--- config.mk ---
export PLATFORM = sky130hd
export DESIGN_NAME = ifetch_flat
export DESIGN_NICKNAME = d
export VERILOG_FILES = /design/src/rtl/ifetch_if.sv /design/src/rtl/ifetch.sv /design/src/flat_wrapper.sv
export SDC_FILE = /design/constraint.sdc
export NUM_CORES = 1
export LEC_CHECK = 0
export ABC_AREA = 1
export BUFFER_PORTS_ARGS = -buffer_cell sky130_fd_sc_hd__buf_4
export CAP_MARGIN = 5
export CORE_MARGIN = 2
export CORE_UTILIZATION = 49
export DETAILED_ROUTE_END_ITERATION = 10
export GPL_ROUTABILITY_DRIVEN = 1
export PLACE_DENSITY = 0.76
export SYNTH_ARGS = -nofsm -noshare
export SYNTH_HDL_FRONTEND = slang
export SYNTH_SLANG_ARGS = --single-unit
--- constraint.sdc ---
create_clock -name clk -period 1.48 [get_ports clk]
set_input_delay 0.296 -clock clk [delete_from_list [all_inputs] [get_ports clk]]
set_output_delay 0.296 -clock clk [all_outputs]
set_load 0.05 [all_outputs]
--- src/rtl/ifetch_if.sv ---
// Instruction-memory request/acknowledge bundle between the fetch stage (master) and memory (slave).
interface ifetch_if #(
    parameter int WIDTH = 16
);
    logic             req;
    logic [WIDTH-1:0] addr;
    logic             ack;
    logic [WIDTH-1:0] rdata;

    modport master (output req, addr, input  ack, rdata);
    modport slave  (input  req, addr, output ack, rdata);
endinterface

--- src/rtl/ifetch.sv ---
// Instruction fetch stage: owns the PC, runs the imem handshake and presents ir/pc to decode.
// Optional IFETCH_RESTART_EN adds a restart input that leaves HALT and refetches from RESET_PC.
module ifetch #(
    parameter int               WIDTH    = 16,
    parameter logic [WIDTH-1:0] RESET_PC = '0
) (
    input  logic             clk,
    input  logic             rst_n,
    ifetch_if.master         imem,
    output logic [WIDTH-1:0] ir,
    output logic             ir_valid,
    output logic [WIDTH-1:0] pc,
    input  logic             ex_stall,
    input  logic             halt,
    input  logic             br_taken,
    input  logic [WIDTH-1:0] br_target,
`ifdef IFETCH_RESTART_EN
    input  logic             restart,
`endif
    output logic             halted
);

    typedef enum logic [1:0] {
        S_IDLE,
        S_REQ,
        S_EXEC,
        S_HALT
    } state_t;

    state_t           r_state;
    state_t           w_state_nxt;
    logic             r_req;
    logic             w_req_nxt;
    logic [WIDTH-1:0] r_addr;
    logic [WIDTH-1:0] w_addr_nxt;
    logic [WIDTH-1:0] r_pc;
    logic [WIDTH-1:0] w_pc_nxt;
    logic [WIDTH-1:0] r_ir;
    logic [WIDTH-1:0] w_ir_nxt;
    logic             r_halted;
    logic             w_halted_nxt;

    always_ff @(posedge clk or negedge rst_n) begin
        if (!rst_n) begin
            r_state  <= S_IDLE;
            r_req    <= 1'b0;
            r_addr   <= RESET_PC;
            r_pc     <= RESET_PC;
            r_ir     <= '0;
            r_halted <= 1'b0;
        end else begin
            r_state  <= w_state_nxt;
            r_req    <= w_req_nxt;
            r_addr   <= w_addr_nxt;
            r_pc     <= w_pc_nxt;
            r_ir     <= w_ir_nxt;
            r_halted <= w_halted_nxt;
        end
    end

    always_comb begin
        w_state_nxt  = r_state;
        w_req_nxt    = r_req;
        w_addr_nxt   = r_addr;
        w_pc_nxt     = r_pc;
        w_ir_nxt     = r_ir;
        w_halted_nxt = r_halted;

        case (r_state)
            S_IDLE: begin
                w_state_nxt = S_REQ;
                w_req_nxt   = 1'b1;
                w_addr_nxt  = RESET_PC;
            end
            S_REQ: begin
                // req is always high here, so an ack can only be taken against a live request
                if (imem.ack) begin
                    w_ir_nxt    = imem.rdata;
                    w_pc_nxt    = r_addr;
                    w_req_nxt   = 1'b0;
                    w_state_nxt = S_EXEC;
                end
            end
            S_EXEC: begin
                if (!ex_stall) begin
                    if (halt) begin
                        w_halted_nxt = 1'b1;
                        w_state_nxt  = S_HALT;
                    end else begin
                        w_req_nxt   = 1'b1;
                        w_state_nxt = S_REQ;
                        w_addr_nxt  = br_taken ? br_target : r_pc + WIDTH'(1);
                    end
                end
            end
            S_HALT: begin
`ifdef IFETCH_RESTART_EN
                if (restart) begin
                    w_halted_nxt = 1'b0;
                    w_pc_nxt     = RESET_PC;
                    w_addr_nxt   = RESET_PC;
                    w_req_nxt    = 1'b1;
                    w_state_nxt  = S_REQ;
                end
`else
                w_state_nxt = S_HALT;
`endif
            end
            default: w_state_nxt = S_IDLE;
        endcase
    end

    assign imem.req  = r_req;
    assign imem.addr = r_addr;
    assign ir        = r_ir;
    assign pc        = r_pc;
    assign halted    = r_halted;
    assign ir_valid  = (r_state == S_EXEC);

endmodule

--- src/flat_wrapper.sv ---
// flat-port wrapper written by rule: the top's interface ports become plain ports
module ifetch_flat 
#(
    parameter int               WIDTH    = 16,
    parameter logic [WIDTH-1:0] RESET_PC = '0
)
  (clk, rst_n, ir, ir_valid, pc, ex_stall, halt, br_taken, br_target, halted, imem_req, imem_addr, imem_ack, imem_rdata);
  ifetch_if #(.WIDTH(WIDTH)) imem_i ();
  input  logic clk;
  input  logic rst_n;
  output logic [WIDTH-1:0] ir;
  output logic ir_valid;
  output logic [WIDTH-1:0] pc;
  input  logic ex_stall;
  input  logic halt;
  input  logic br_taken;
  input  logic [WIDTH-1:0] br_target;
  output logic halted;
  output wire logic [$bits(imem_i.req)-1:0] imem_req;
  output wire logic [$bits(imem_i.addr)-1:0] imem_addr;
  input wire logic [$bits(imem_i.ack)-1:0] imem_ack;
  input wire logic [$bits(imem_i.rdata)-1:0] imem_rdata;
  assign imem_req = imem_i.req;
  assign imem_addr = imem_i.addr;
  assign imem_i.ack = imem_ack;
  assign imem_i.rdata = imem_rdata;
  ifetch #(.WIDTH(WIDTH), .RESET_PC(RESET_PC)) u_core (.clk(clk), .rst_n(rst_n), .imem(imem_i), .ir(ir), .ir_valid(ir_valid), .pc(pc), .ex_stall(ex_stall), .halt(halt), .br_taken(br_taken), .br_target(br_target), .halted(halted));
endmodule
======== Word level (Yosys, flattened, before mapping) ========
Index checks and enable logic that the tools add are counted.
W data, S select, Z words.
storage, ports and cells
  logic and storage cells ................. 34
  output and inout port bits .............. 51
  bits in registers ....................... 52
cells by class
  add/sub/neg operators ................... 1
  equal/unequal tests ..................... 6
  reductions and logical operators ........ 8
  bitwise operators ....................... 1
  multiplexer cells ....................... 12
operators by type and width
  kind                     count
  $mux W16                 3
  $pmux W16 S2             1
  $add A16 B1 Y16 const B  1
  $pmux W2 S4              1
  $mux W2                  3
  $ne A2 B2 Y1 const B     3
  $reduce_and A3 Y1        2
  $eq A2 B2 Y1 const B     2
  $reduce_and A2 Y1        2
  $reduce_and A4 Y1        1
  $mux W1                  3
  $pmux W1 S3              1
  $reduce_bool A3 Y1       1
  $eq A2 B1 Y1 const B     1
  $logic_not A2 Y1         1
  $reduce_bool A2 Y1       1
  $not A1 Y1               1

======== Longest topological paths before layout ========
  depth in word-level cells ............... 5
  gate-level depth with buffers ........... 9
  mapped depth without buffers ............ 9

======== Worst setup path after synthesis ========
OpenSTA, ideal clock, no wires.
  kind .................................... flip-flop to flip-flop
  from .................................... register u_core.r_pc[0] (netlist: u_core.pc[0])
  to ...................................... register u_core.r_addr[10] (netlist: u_core.imem.addr[10])
  arrival time ............................ 1.624 ns
  cell stages (with the launch flop) ...... 9
  setup time .............................. 0.118 ns
  data required time ...................... 1.362 ns
  slack ................................... -0.262 ns
  path through ............................ dfrtp_1 > ha_1 > nand3_1 > inv_1 > nand2_1 > o21ai_0 > nand3_1 > nand2_1 > nand2_1
on the way
  longest elaborated chain between the ends .. 5
ends and longest elaborated chain
  element                   RTL line      source
  start: declaration        ifetch.sv:36  logic [WIDTH-1:0] r_pc;
  start signal: assignment  ifetch.sv:55  r_pc <= w_pc_nxt;
  $add A16 B1 Y16           ifetch.sv:92  w_addr_nxt = br_taken ? br_target : r_pc + WIDTH'(1);
  $mux W16                  ifetch.sv:92
  $mux W16                  ifetch.sv:86  if (halt) begin
  $mux W16                  ifetch.sv:85  if (!ex_stall) begin
  $pmux W16 S2              ifetch.sv:69  case (r_state)
  end signal: assignment    ifetch.sv:54  r_addr <= w_addr_nxt;
  end: declaration          ifetch.sv:34  logic [WIDTH-1:0] r_addr;
No other way between the ends. The select of a mux whose other input is x is not followed.
A chain may end at the register's enable or synchronous reset.

======== Worst setup path in the final report ========
  from .................................... register u_core.r_state[1]
  to ...................................... output port ir_valid
on the way
  longest elaborated chain between the ends .. 1
ends and longest elaborated chain
  element                   RTL line            source
  start: declaration        ifetch.sv:30        state_t r_state;
  start signal: assignment  ifetch.sv:52        r_state <= w_state_nxt;
  $eq A2 B2 Y1              ifetch.sv:118       assign ir_valid = (r_state == S_EXEC);
  end: declaration          flat_wrapper.sv:12  output logic ir_valid;
No other way between the ends.

==> results.toml <==
[logic_synthesis]
synth_edf_count = 0
synth.distinct_cells = 28
async_flop_share_pct = 100
synth_top_area_share_pct = 52.7
synth_warnings = 0
synth_seq_cells = 52
syn-cell-area_um2 = 2470
syn_inst = 287
syn_area_per_cell_um2 = 8.61
synth_top_area_cell = "dfrtp_1"
yosysMostFrequentCell = "nand2_1"
netlist_top_cells_count = "nand2_1, dfrtp_1, nor2_1"
yosysSeqAreaShare_pct = 52.7
synth_area_leaders = "dfrtp_1, nand2_1, mux2_1"
ys.flop_type = "dfrtp_1"
syn-num-nets = 326

[floorplanning]
start_util_pct = 51.6
row_count = 25
die_x_um = 75.0
fp.dieH_um = 75.0
core_um2 = 4790
dieArea_um2 = 5630
io_pins = 89

[pwr]
intPower_uw = 3830
power_switching_uw = 4140
switching_share_pct = 52.0
p_clk_share_pct = 10.5
p_leak_uw = 0.00170
total_power_uw = 7970
ir_worst_vdd_v = 0.00135
comb_power_share_pct = 56.0
seqPwrFrac_pct = 33.4
powerDensity_nw_per_um2 = 2370

[timing]
worstMarginPinSlew_ps = 657
fmax_mhz = 698
fin_skew_ps = 5.08
holdWs_ps = -0.638
report.final.hold_viol_count = 3
setup_viol = 0
slew_headroom_pct = 56.2
worst_slack_ps = 46.6
slew_violations = 0
period_needed_ps = 1430
fin_crit_sh_pct = 96.9
rsz0062_at_grt = "true"

[detailed_routing]
vias = 2239
wl_per_cell_um = 13.1
postRouteAntennaNets = 0
vias_per_cell = 5.00
drt_wl_total_mm = 5.85
drt_first_iter_violations = 220
route.detailed.drc = 0
first_pass_iters = 4

[global_route]
gr-total-overflow = 0
grt_pass1_wl_mm = 9.76
grt_pass1_vias = 2227
grt_max_degree = 53
gr-usage-all-layers_pct = 22.6
antenna_found_initial = 0

[worst_setup_path]
crit_family = "flip-flops"
critPathCaptureType = "output port"
crit_fanout = 5
critPathBufInv = 2
start_kind = "register"
slowest_stage = "dfrtp_1"
slowest_delay_ps = 390
worstSetupPathType = "reg2out"
cp.required_ps = 1180
crit_arrival_ps = 1140
cp_cell_sequence = "inv_1 > nor2_4 > buf_6"

[clocking]
insertion_delay_ps = 310
cts_tree = "yes"
cts_hold_buf = 0
cts_buffer_depth = 2
clk_pin_slew_worst_paths_ps = 90
clock-root-buffer = "clkbuf_8"
cts_htree_levels = 2
cts_buffers = 5
clock-sinks = 52

[outcome]
failed_checks = "hold timing"
status = "complete, but fails checks"

[placed_design]
place_ws_ps = 66.1
gp_congestion = 0.831
place_area_um2 = 3260
dpl.hpwl_mm = 4.31
port_buffers = 88

[layout]
fill_cells = 420
final_cell_area_um2 = 3370
drive_above_1_share_pct = 32.5
area_delta_synth_final_pct = 36.4
insertedDiodeCount = 0
layout.nets = 419

[job]
maxCapViolCount = 0

[min_path]
hp-class = "in2async"
power groups by stage:
stage / Sequential (uW) / Clock [uW] / Combinational (uW)
after detailed placement: 2670 / 0 / 4450
after global routing: 2740 / 912 / 4730
after global placement: 2640 / 0 / 4420
after CTS: 2660 / 867 / 4470
after floorplan: 4670 / 0 / 993
final: 2660 / 839 / 4470
layout make-up:
cell class	instances	area [um^2]	share of cell area, %
clock buffer	7	86.3	2.56
clock inverter	1	7.51	0.223
inverter	29	109	3.23
multi-input combinational	197	1040	30.9
sequential	52	1310	39.0
tap	67	83.8	2.49
timing repair buffer	95	729	21.6
flip-flops by register name (all words and copies together), names as in the netlist:
name	cells
u_core.pc	16
u_core.halted	1
u_core.ir	16
u_core.imem.req	1
u_core.r_state	2
u_core.imem.addr	16
metal layers:
metal | track usage, % | up-vias | wire length [um]
met2 | 37.3 | 88 | 2680
li1 | - | 1108 | -
met4 | 6.55 | 0 | 64
met3 | 6.43 | 8 | 485
met1 | 29.0 | 1035 | 2620
met5 | 0 | - | 0
path summary, 6_finish.rpt:
| kind | from | end | slack [ps] | cells past startpoint |
|---|---|---|---|---|
| setup / recovery | u_core.r_state[1] | ir_valid | 50 | 3 |
| hold / removal | rst_n | u_core.imem.addr[3] | -0.6 | 1 |
| setup reg to reg | u_core.pc[1] | u_core.imem.addr[8] | 80 | 8 |
| hold reg to reg | u_core.halted | u_core.halted | 470 | 1 |
| max in group asynchronous | rst_n | u_core.r_state[0] | 980 | 1 |
| min in group clk | imem_rdata[4] | u_core.ir[4] | 190 | 2 |
layout by cell type (no fill, tap or decap), types with 3 or more instances in the layout:
cell type and count:
nor2_2 3, clkbuf_8 6, nand2_1 65, nand4_1 3, dfrtp_2 9, a21oi_1 6, o21ai_0 26, buf_4 93
nor2_1 43, xnor2_1 3, mux2_1 17, inv_1 26, dfrtp_1 43, inv_2 3, nand3_1 13
kinds of logic after synthesis:
logic type | after synthesis | share of synthesized area (%)
buf+inv | 38 | 6.33
xor+xnor | 4 | 1.42
flops | 52 | 52.7
fa+ha+maj | 1 | 0.506
compound gates | 39 | 8.46
mux | 18 | 8.15
simple gates | 135 | 22.5
stage by stage:
stage	std cells	setup TNS (ps)	util, %	hold slack [ps]
after floorplan	287	0	-	0.409
after global placement	439	0	68.1	367
after detailed placement	439	0	68.1	368
after CTS	447	0	70.1	29.8
after global routing	448	-60.4	70.4	65.6
final	448	0	70.4	-0.638
repair_timing:
item / in CTS / in global routing
cloned: 0 / 0
setup endpoints to repair: 1 / 8
buffers inserted: 0 / 1
gates resized for setup: 2 / 4
(Power assumes the default switching activity.)
